===== src/rtl/zext_accumulator_if.sv =====
// Valid/ready sample input and frame-result output bundle for zext_accumulator.
interface zext_accumulator_if #(
  parameter int unsigned INPUT_WIDTH  = 4,
  parameter int unsigned OUTPUT_WIDTH = 8
);
  logic                    In_Valid;
  logic                    In_Ready;
  logic [INPUT_WIDTH-1:0]  Data_In;
  logic                    Out_Valid;
  logic                    Out_Ready;
  logic [OUTPUT_WIDTH-1:0] Data_Out;
  logic                    Overflow;

  modport master (
    output In_Valid, Data_In, Out_Ready,
    input  In_Ready, Out_Valid, Data_Out, Overflow
  );

  modport slave (
    input  In_Valid, Data_In, Out_Ready,
    output In_Ready, Out_Valid, Data_Out, Overflow
  );
endinterface


===== src/rtl/zext_accumulator.sv =====
// Sums COUNT zero-extended unsigned samples per frame and holds the result,
// with a sticky carry flag, until the downstream consumer takes it.
module zext_accumulator #(
  parameter int unsigned INPUT_WIDTH  = 4,
  parameter int unsigned OUTPUT_WIDTH = 8,
  parameter int unsigned COUNT        = 4
) (
  input  logic               Clk,
  input  logic               Reset,
  zext_accumulator_if.slave  bus
);

  localparam int unsigned SUM_W = OUTPUT_WIDTH + 1;
  localparam int unsigned CNT_W = $clog2(COUNT + 1);
  localparam logic [CNT_W-1:0] CNT_LAST = CNT_W'(COUNT - 1);

  generate
    if (OUTPUT_WIDTH < INPUT_WIDTH) begin : g_bad_width
      $error("zext_accumulator: OUTPUT_WIDTH must be >= INPUT_WIDTH");
    end
    if (COUNT < 1) begin : g_bad_count
      $error("zext_accumulator: COUNT must be >= 1");
    end
  endgenerate

  typedef enum logic {
    ST_ACCUM = 1'b0,
    ST_HOLD  = 1'b1
  } state_e;

  state_e                  state_q, state_d;
  logic [OUTPUT_WIDTH-1:0] acc_q, acc_d;
  logic [CNT_W-1:0]        cnt_q, cnt_d;
  logic                    ovf_q, ovf_d;
  logic [OUTPUT_WIDTH-1:0] data_out_q, data_out_d;
  logic                    overflow_q, overflow_d;
  logic                    in_ready_q, in_ready_d;
  logic                    out_valid_q, out_valid_d;

  logic [SUM_W-1:0]        sum_c;
  logic                    in_hs_c;
  logic                    out_hs_c;
  logic                    carry_c;

  // One extra bit on the adder exposes the carry out of the frame accumulator.
  always_comb begin
    sum_c    = SUM_W'(acc_q) + SUM_W'(bus.Data_In);
    carry_c  = sum_c[OUTPUT_WIDTH];
    in_hs_c  = bus.In_Valid & in_ready_q;
    out_hs_c = out_valid_q & bus.Out_Ready;
  end

  // Next-state and registered-output logic.
  always_comb begin
    state_d     = state_q;
    acc_d       = acc_q;
    cnt_d       = cnt_q;
    ovf_d       = ovf_q;
    data_out_d  = data_out_q;
    overflow_d  = overflow_q;
    in_ready_d  = in_ready_q;
    out_valid_d = out_valid_q;

    unique case (state_q)
      ST_ACCUM: begin
        if (in_hs_c) begin
          acc_d = sum_c[OUTPUT_WIDTH-1:0];
          ovf_d = ovf_q | carry_c;
          cnt_d = cnt_q + CNT_W'(1);
          if (cnt_q == CNT_LAST) begin
            state_d     = ST_HOLD;
            data_out_d  = sum_c[OUTPUT_WIDTH-1:0];
            overflow_d  = ovf_q | carry_c;
            in_ready_d  = 1'b0;
            out_valid_d = 1'b1;
          end
        end
      end
      ST_HOLD: begin
        // Input stays closed through the handshake cycle; next frame starts after.
        if (out_hs_c) begin
          state_d     = ST_ACCUM;
          acc_d       = '0;
          cnt_d       = '0;
          ovf_d       = 1'b0;
          in_ready_d  = 1'b1;
          out_valid_d = 1'b0;
        end
      end
      default: begin
        state_d     = ST_ACCUM;
        in_ready_d  = 1'b1;
        out_valid_d = 1'b0;
      end
    endcase
  end

  always_ff @(posedge Clk) begin
    if (Reset) begin
      state_q     <= ST_ACCUM;
      acc_q       <= '0;
      cnt_q       <= '0;
      ovf_q       <= 1'b0;
      data_out_q  <= '0;
      overflow_q  <= 1'b0;
      in_ready_q  <= 1'b1;
      out_valid_q <= 1'b0;
    end else begin
      state_q     <= state_d;
      acc_q       <= acc_d;
      cnt_q       <= cnt_d;
      ovf_q       <= ovf_d;
      data_out_q  <= data_out_d;
      overflow_q  <= overflow_d;
      in_ready_q  <= in_ready_d;
      out_valid_q <= out_valid_d;
    end
  end

  assign bus.In_Ready  = in_ready_q;
  assign bus.Out_Valid = out_valid_q;
  assign bus.Data_Out  = data_out_q;
  assign bus.Overflow  = overflow_q;

endmodule


===== src/flat_wrapper.sv =====
// flat-port wrapper written by rule: the top's interface ports become plain ports
module zext_accumulator_flat 
#(
  parameter int unsigned INPUT_WIDTH  = 4,
  parameter int unsigned OUTPUT_WIDTH = 8,
  parameter int unsigned COUNT        = 4
)
  (Clk, Reset, bus_In_Valid, bus_Data_In, bus_Out_Ready, bus_In_Ready, bus_Out_Valid, bus_Data_Out, bus_Overflow);
  zext_accumulator_if #(.INPUT_WIDTH(INPUT_WIDTH), .OUTPUT_WIDTH(OUTPUT_WIDTH)) bus_i ();
  input  logic Clk;
  input  logic Reset;
  input wire logic [$bits(bus_i.In_Valid)-1:0] bus_In_Valid;
  input wire logic [$bits(bus_i.Data_In)-1:0] bus_Data_In;
  input wire logic [$bits(bus_i.Out_Ready)-1:0] bus_Out_Ready;
  output wire logic [$bits(bus_i.In_Ready)-1:0] bus_In_Ready;
  output wire logic [$bits(bus_i.Out_Valid)-1:0] bus_Out_Valid;
  output wire logic [$bits(bus_i.Data_Out)-1:0] bus_Data_Out;
  output wire logic [$bits(bus_i.Overflow)-1:0] bus_Overflow;
  assign bus_i.In_Valid = bus_In_Valid;
  assign bus_i.Data_In = bus_Data_In;
  assign bus_i.Out_Ready = bus_Out_Ready;
  assign bus_In_Ready = bus_i.In_Ready;
  assign bus_Out_Valid = bus_i.Out_Valid;
  assign bus_Data_Out = bus_i.Data_Out;
  assign bus_Overflow = bus_i.Overflow;
  zext_accumulator #(.INPUT_WIDTH(INPUT_WIDTH), .OUTPUT_WIDTH(OUTPUT_WIDTH), .COUNT(COUNT)) u_core (.Clk(Clk), .Reset(Reset), .bus(bus_i));
endmodule

===== config.mk =====
export PLATFORM = sky130hd
export DESIGN_NAME = zext_accumulator_flat
export DESIGN_NICKNAME = d
export VERILOG_FILES = /design/src/rtl/zext_accumulator_if.sv /design/src/rtl/zext_accumulator.sv /design/src/flat_wrapper.sv
export SDC_FILE = /design/constraint.sdc
export NUM_CORES = 1
export LEC_CHECK = 0
export BUFFER_PORTS_ARGS = -buffer_cell sky130_fd_sc_hd__buf_2
export CORE_MARGIN = 4
export CORE_UTILIZATION = 25
export DETAILED_ROUTE_END_ITERATION = 8
export GPL_TIMING_DRIVEN = 0
export PLACE_DENSITY = 0.52
export SLEW_MARGIN = 5
export SYNTH_ARGS = -nofsm -noshare
export SYNTH_HDL_FRONTEND = slang
export SYNTH_SLANG_ARGS = --single-unit
export TNS_END_PERCENT = 50

===== constraint.sdc =====
create_clock -name Clk -period 2.5 [get_ports Clk]
set_input_delay 0.5 -clock Clk [delete_from_list [all_inputs] [get_ports Clk]]
set_output_delay 0.5 -clock Clk [all_outputs]
set_load 0.02 [all_outputs]

After elaboration in Yosys (flattened, before gate mapping) --
Cells that the tools add are included.
Cells by class: $add $sub $neg 2, eq/ne operators 4, multiplexer cells 20, bitwise logic cells 4, reduce and logical (&&, ||, !) cells 3
Operator list (number):
- 8-bit two-way mux | 2
- 8-bit case mux with 2 select lines | 1
- 1-bit two-way mux | 10
- 8-bit by 4-bit adder with 9-bit output | 1
- 1-bit case mux with 2 select lines | 4
- 3-bit two-way mux | 2
- 3-bit case mux with 2 select lines | 1
- 3-bit AND reduction | 2
- 2-bit by 1-bit inequality test with 1-bit output (second input constant) | 2
- 3-bit by 1-bit adder with 3-bit output (second input constant) | 1
- 3-bit by 2-bit == test with 1-bit output (second input constant) | 1
- 1-bit bitwise AND | 2
- 2-bit inequality test (second input constant) | 1
- 2-bit AND reduction | 1
- 1-bit NOT | 1
- 1-bit OR | 1
Word-level totals: register bits 24, bits of input ports 8, word-level logic and storage cells 41

Longest topological paths before layout --
depth after elaboration 4, depth in mapped cells 7

Worst setup path before layout --
Ideal clock, no wire load.
path type input -> register, start in bus_Data_In[0], end reg u_core.acc_q[4], data arrival time 1910 ps, required time 2440 ps, slack 530 ps, cell stages on the path 7, buffers on the path 0, cell sequence ha_1 -> inv_1 -> fa_1 -> nor2b_1 -> o21ai_1 -> a2111oi_0 -> a311o_1
Between the ends: cells in the longest elaborated chain, start to end 3
Ends and longest elaborated chain:
- start, declared | line flat_wrapper.sv:13 | input wire logic [$bits(bus_i.Data_In)-1:0] bus_Data_In;
- 8-bit by 4-bit adder with 9-bit output | line zext_accumulator.sv:47 | sum_c = SUM_W'(acc_q) + SUM_W'(bus.Data_In);
- 8-bit two-way mux | line zext_accumulator.sv:66 | if (in_hs_c) begin
- 8-bit case mux with 2 select lines | line zext_accumulator.sv:64 | unique case (state_q)
- end signal, assigned | line zext_accumulator.sv:101 | acc_q <= '0;
- end signal, assigned | line zext_accumulator.sv:110 | acc_q <= acc_d;
- end, declared | line zext_accumulator.sv:32 | logic [OUTPUT_WIDTH-1:0] acc_q, acc_d;
Every way passes these cells. The select of a mux whose other input is x is not followed. A chain may end at the register's enable or synchronous reset.

Final worst setup path --
start reg u_core.acc_q[0], end reg u_core.acc_q[4]
Between the ends: cells in the longest elaborated chain, start to end 3
Ends and longest elaborated chain (line):
- 8-bit by 4-bit adder with 9-bit output | zext_accumulator.sv:47
- 8-bit two-way mux | zext_accumulator.sv:66
- 8-bit case mux with 2 select lines | zext_accumulator.sv:64
Every way passes these cells. The select of a mux whose other input is x is not followed.

==> metrics.md <==
| Metric | Value |
|---|---|
| Status | `complete, no violations` |
| Maximum buffer depth of the clock tree | `2` |
| GR peak layer | `met2` |
| Antenna-violating nets left | `0` |
| Final setup vio count | `0` |
| M3 GR Usage | `2.83%` |
| Yosys top cell by area | `dfxtp_1` |
| Headroom to the max-slew limit | `65.1%` |
| Core box area | `0.00479 mm²` |
| Final Util | `31.4%` |
| Top FF cell, synth | `dfxtp_1` |
| Final Hold Viols | `0` |
| Clock Latency Late Sink | `0.27 ns` |
| Hold crit path type | `register to register` |
| CTS root buffer | `clkbuf_8` |
| Critical Path RT | `2.72 ns` |
| Final net count | `178` |
| Area growth from synthesis to layout | `19.5%` |
| FMAX | `473 MHz` |
| Final period utilization | `84.5%` |
| Power Total | `869 µW` |
| IO Pins | `19` |
| Detailed placement HPWL | `2170 µm` |
| Slew @ Worst Pin | `0.524 ns` |
| Drt total wl | `2890 µm` |
| Die width | `78.9 µm` |
| # clock sinks | `24` |
| Synth warn | `0` |
| CTS tree | `yes` |
| Placer Congestion | `0.785` |
| Die area | `0.00622 mm²` |
| Fin area | `0.00150 mm²` |
| Via-per-instance ratio | `4.76` |
| Setup bufs post-CTS | `0` |
| Arrival time worst endpoint | `2.33 ns` |
| TritonRoute pass-1 iters | `4` |
| Most numerous cell in the Yosys netlist | `dfxtp_1` |
| Post-synth top cells | `24 x dfxtp_1, 20 x nor2_1, 11 x nand2_1` |
| Initial antenna violation count | `0` |
| CP startpoint kind | `register` |
| Diode count | `0` |
| Core Rows | `25` |
| Largest net degree at the start of global routing | `15` |
| IO buf count | `18` |
| Placed Instance Area | `0.00143 mm²` |
| FILL cells | `524` |
| EDFF count, synth | `0` |
| Gate Count Post-Synth | `140` |
| Netlist cell types | `44` |
| Avg WL per Cell | `12.6 µm` |
| Yosys reg bits | `24` |
| Initial Util | `26.2%` |
| Setup_tns | `0 ns` |
| Total CTS buffers | `3` |
| # DRC | `0` |
| Post-CTS Hold Fix Bufs | `0` |
| GRT met1 Usage | `14.0%` |
| WS Path Type | `register to register` |
| Netlist Area Pre-Place | `0.00126 mm²` |
| Critical Path Fanout Max | `6` |
| H-Tree Depth | `1` |
| RSZ-0062 raised after global routing | `false` |
| First-pass GRT wire length | `4910 µm` |
| Synth top area cells | `dfxtp_1 38%, ha_1 6.0%, nor2_1 6.0%` |
| Via count | `1091` |
| Congestion Overflow GR | `0` |
| Mean post-synth cell area | `8.97 µm²` |
| GRT Util Overall | `9.98%` |
| Vias in the first global route | `1010` |
| Cts repair resizes | `0` |
| Share of cells above drive strength 1 | `19.8%` |
| Pwr/cell area | `579 mW/mm²` |
| Global routing usage on met2 | `14.9%` |
| FFs w/ async S/R, synth | `0%` |
| Seq/Total Area, Yosys | `38.2%` |
| Final setup skew | `0.00590 ns` |
| DRC marker count from the first detailed-route iteration | `76` |
| Max Slew Vio Count | `0` |
| Max Cap Viol | `0` |
| Worst vdd rail ir drop | `277 µV` |
| Syn_nets | `155` |
| Setup crit end kind | `register` |
| Fin crit period | `2.11 ns` |
| Clock transition at path regs | `0.09 ns` |
| Synth top area share | `38.2%` |
| Die Y-Extent | `78.9 µm` |
| Pleak | `0.000608 µW` |
cells by family (layout without fill, tap and decap cells):
family                     count (synthesis)  count (layout)  synth area share (%)
and+or+nand+nor                           47              47                  18.7
xor gates and xnor gates                   3               3                  2.09
AOI/OAI and AO/OA                         44              44                  27.4
adders and majority gates                  7               7                  7.57
buffers and inverters                     14              36                  5.18
muxes                                      1               1                 0.797
DFF                                       24              24                  38.2
per-stage QoR:
stage	setup WS, ns	hold WS (ns)	std cells
after CTS	0.384	0.468	229
after global placement	0.170	0.443	225
final	0.387	0.462	229
after detailed placement	0.166	0.454	225
after global routing	0.164	0.489	229
after floorplan	0.530	0.442	140
critical path: stages, from the launching register on:
cell       delay [ns]
dfxtp_1          0.34
ha_1             0.21
inv_1            0.07
fa_1             0.41
nor2b_1          0.19
o21ai_1          0.17
a2111oi_0        0.49
a311o_1          0.17
power by group:
group	leakage (µW)	total (µW)	internal, µW	switching [µW]
clock	0.0000357	343	214	129
combinational	0.000378	123	50.0	72.6
sequential	0.000195	404	395	8.53
routing by layer:
layer	routed length (µm)	part of all wire [%]	vias up
met5	0	0	-
met4	19	0.66	0
met3	135	4.7	2
met2	1240	43	27
met1	1490	52	500
li1	-	-	562
final cells by class:
type / instances / area, µm² / share of cell area (%)
clock buffer: 3 / 41.3 / 2.75
multi-input combinational: 102 / 711 / 47.3
tap: 67 / 83.8 / 5.58
buffer: 8 / 42.5 / 2.83
sequential: 24 / 480 / 32.0
timing repair buffer: 18 / 90.1 / 6.00
clock inverter: 1 / 30.0 / 2.00
inverter: 6 / 22.5 / 1.50
final timing paths:
| kind | startpoint | end | slack [ns] | cells after the start |
|---|---|---|---|---|
| setup / recovery | u_core.acc_q[0] | u_core.acc_q[4] | 0.39 | 7 |
| hold / removal | u_core.bus.Data_Out[0] | u_core.bus.Data_Out[0] | 0.46 | 2 |
| setup reg to reg | u_core.acc_q[0] | u_core.acc_q[4] | 0.39 | 7 |
| hold reg to reg | u_core.bus.Data_Out[0] | u_core.bus.Data_Out[0] | 0.46 | 2 |
cells in the final DEF (no fill, tap or decap), types with 4 or more instances in the layout:
master / instances
a211oi_1: 6
inv_1: 6
o21ai_0: 4
nor2_1: 20
buf_2: 22
a21oi_1: 8
nand2_1: 11
dfxtp_1: 24
ha_1: 6
registers in the layout, indices dropped and copies added (netlist names):
signal / flops
u_core.acc_q: 8
u_core.bus.Data_Out: 8
u_core.bus.In_Ready: 1
u_core.bus.Out_Valid: 1
u_core.bus.Overflow: 1
u_core.cnt_q: 3
u_core.ovf_q: 1
u_core.state_q: 1
Power figures use the tool's default switching activity.
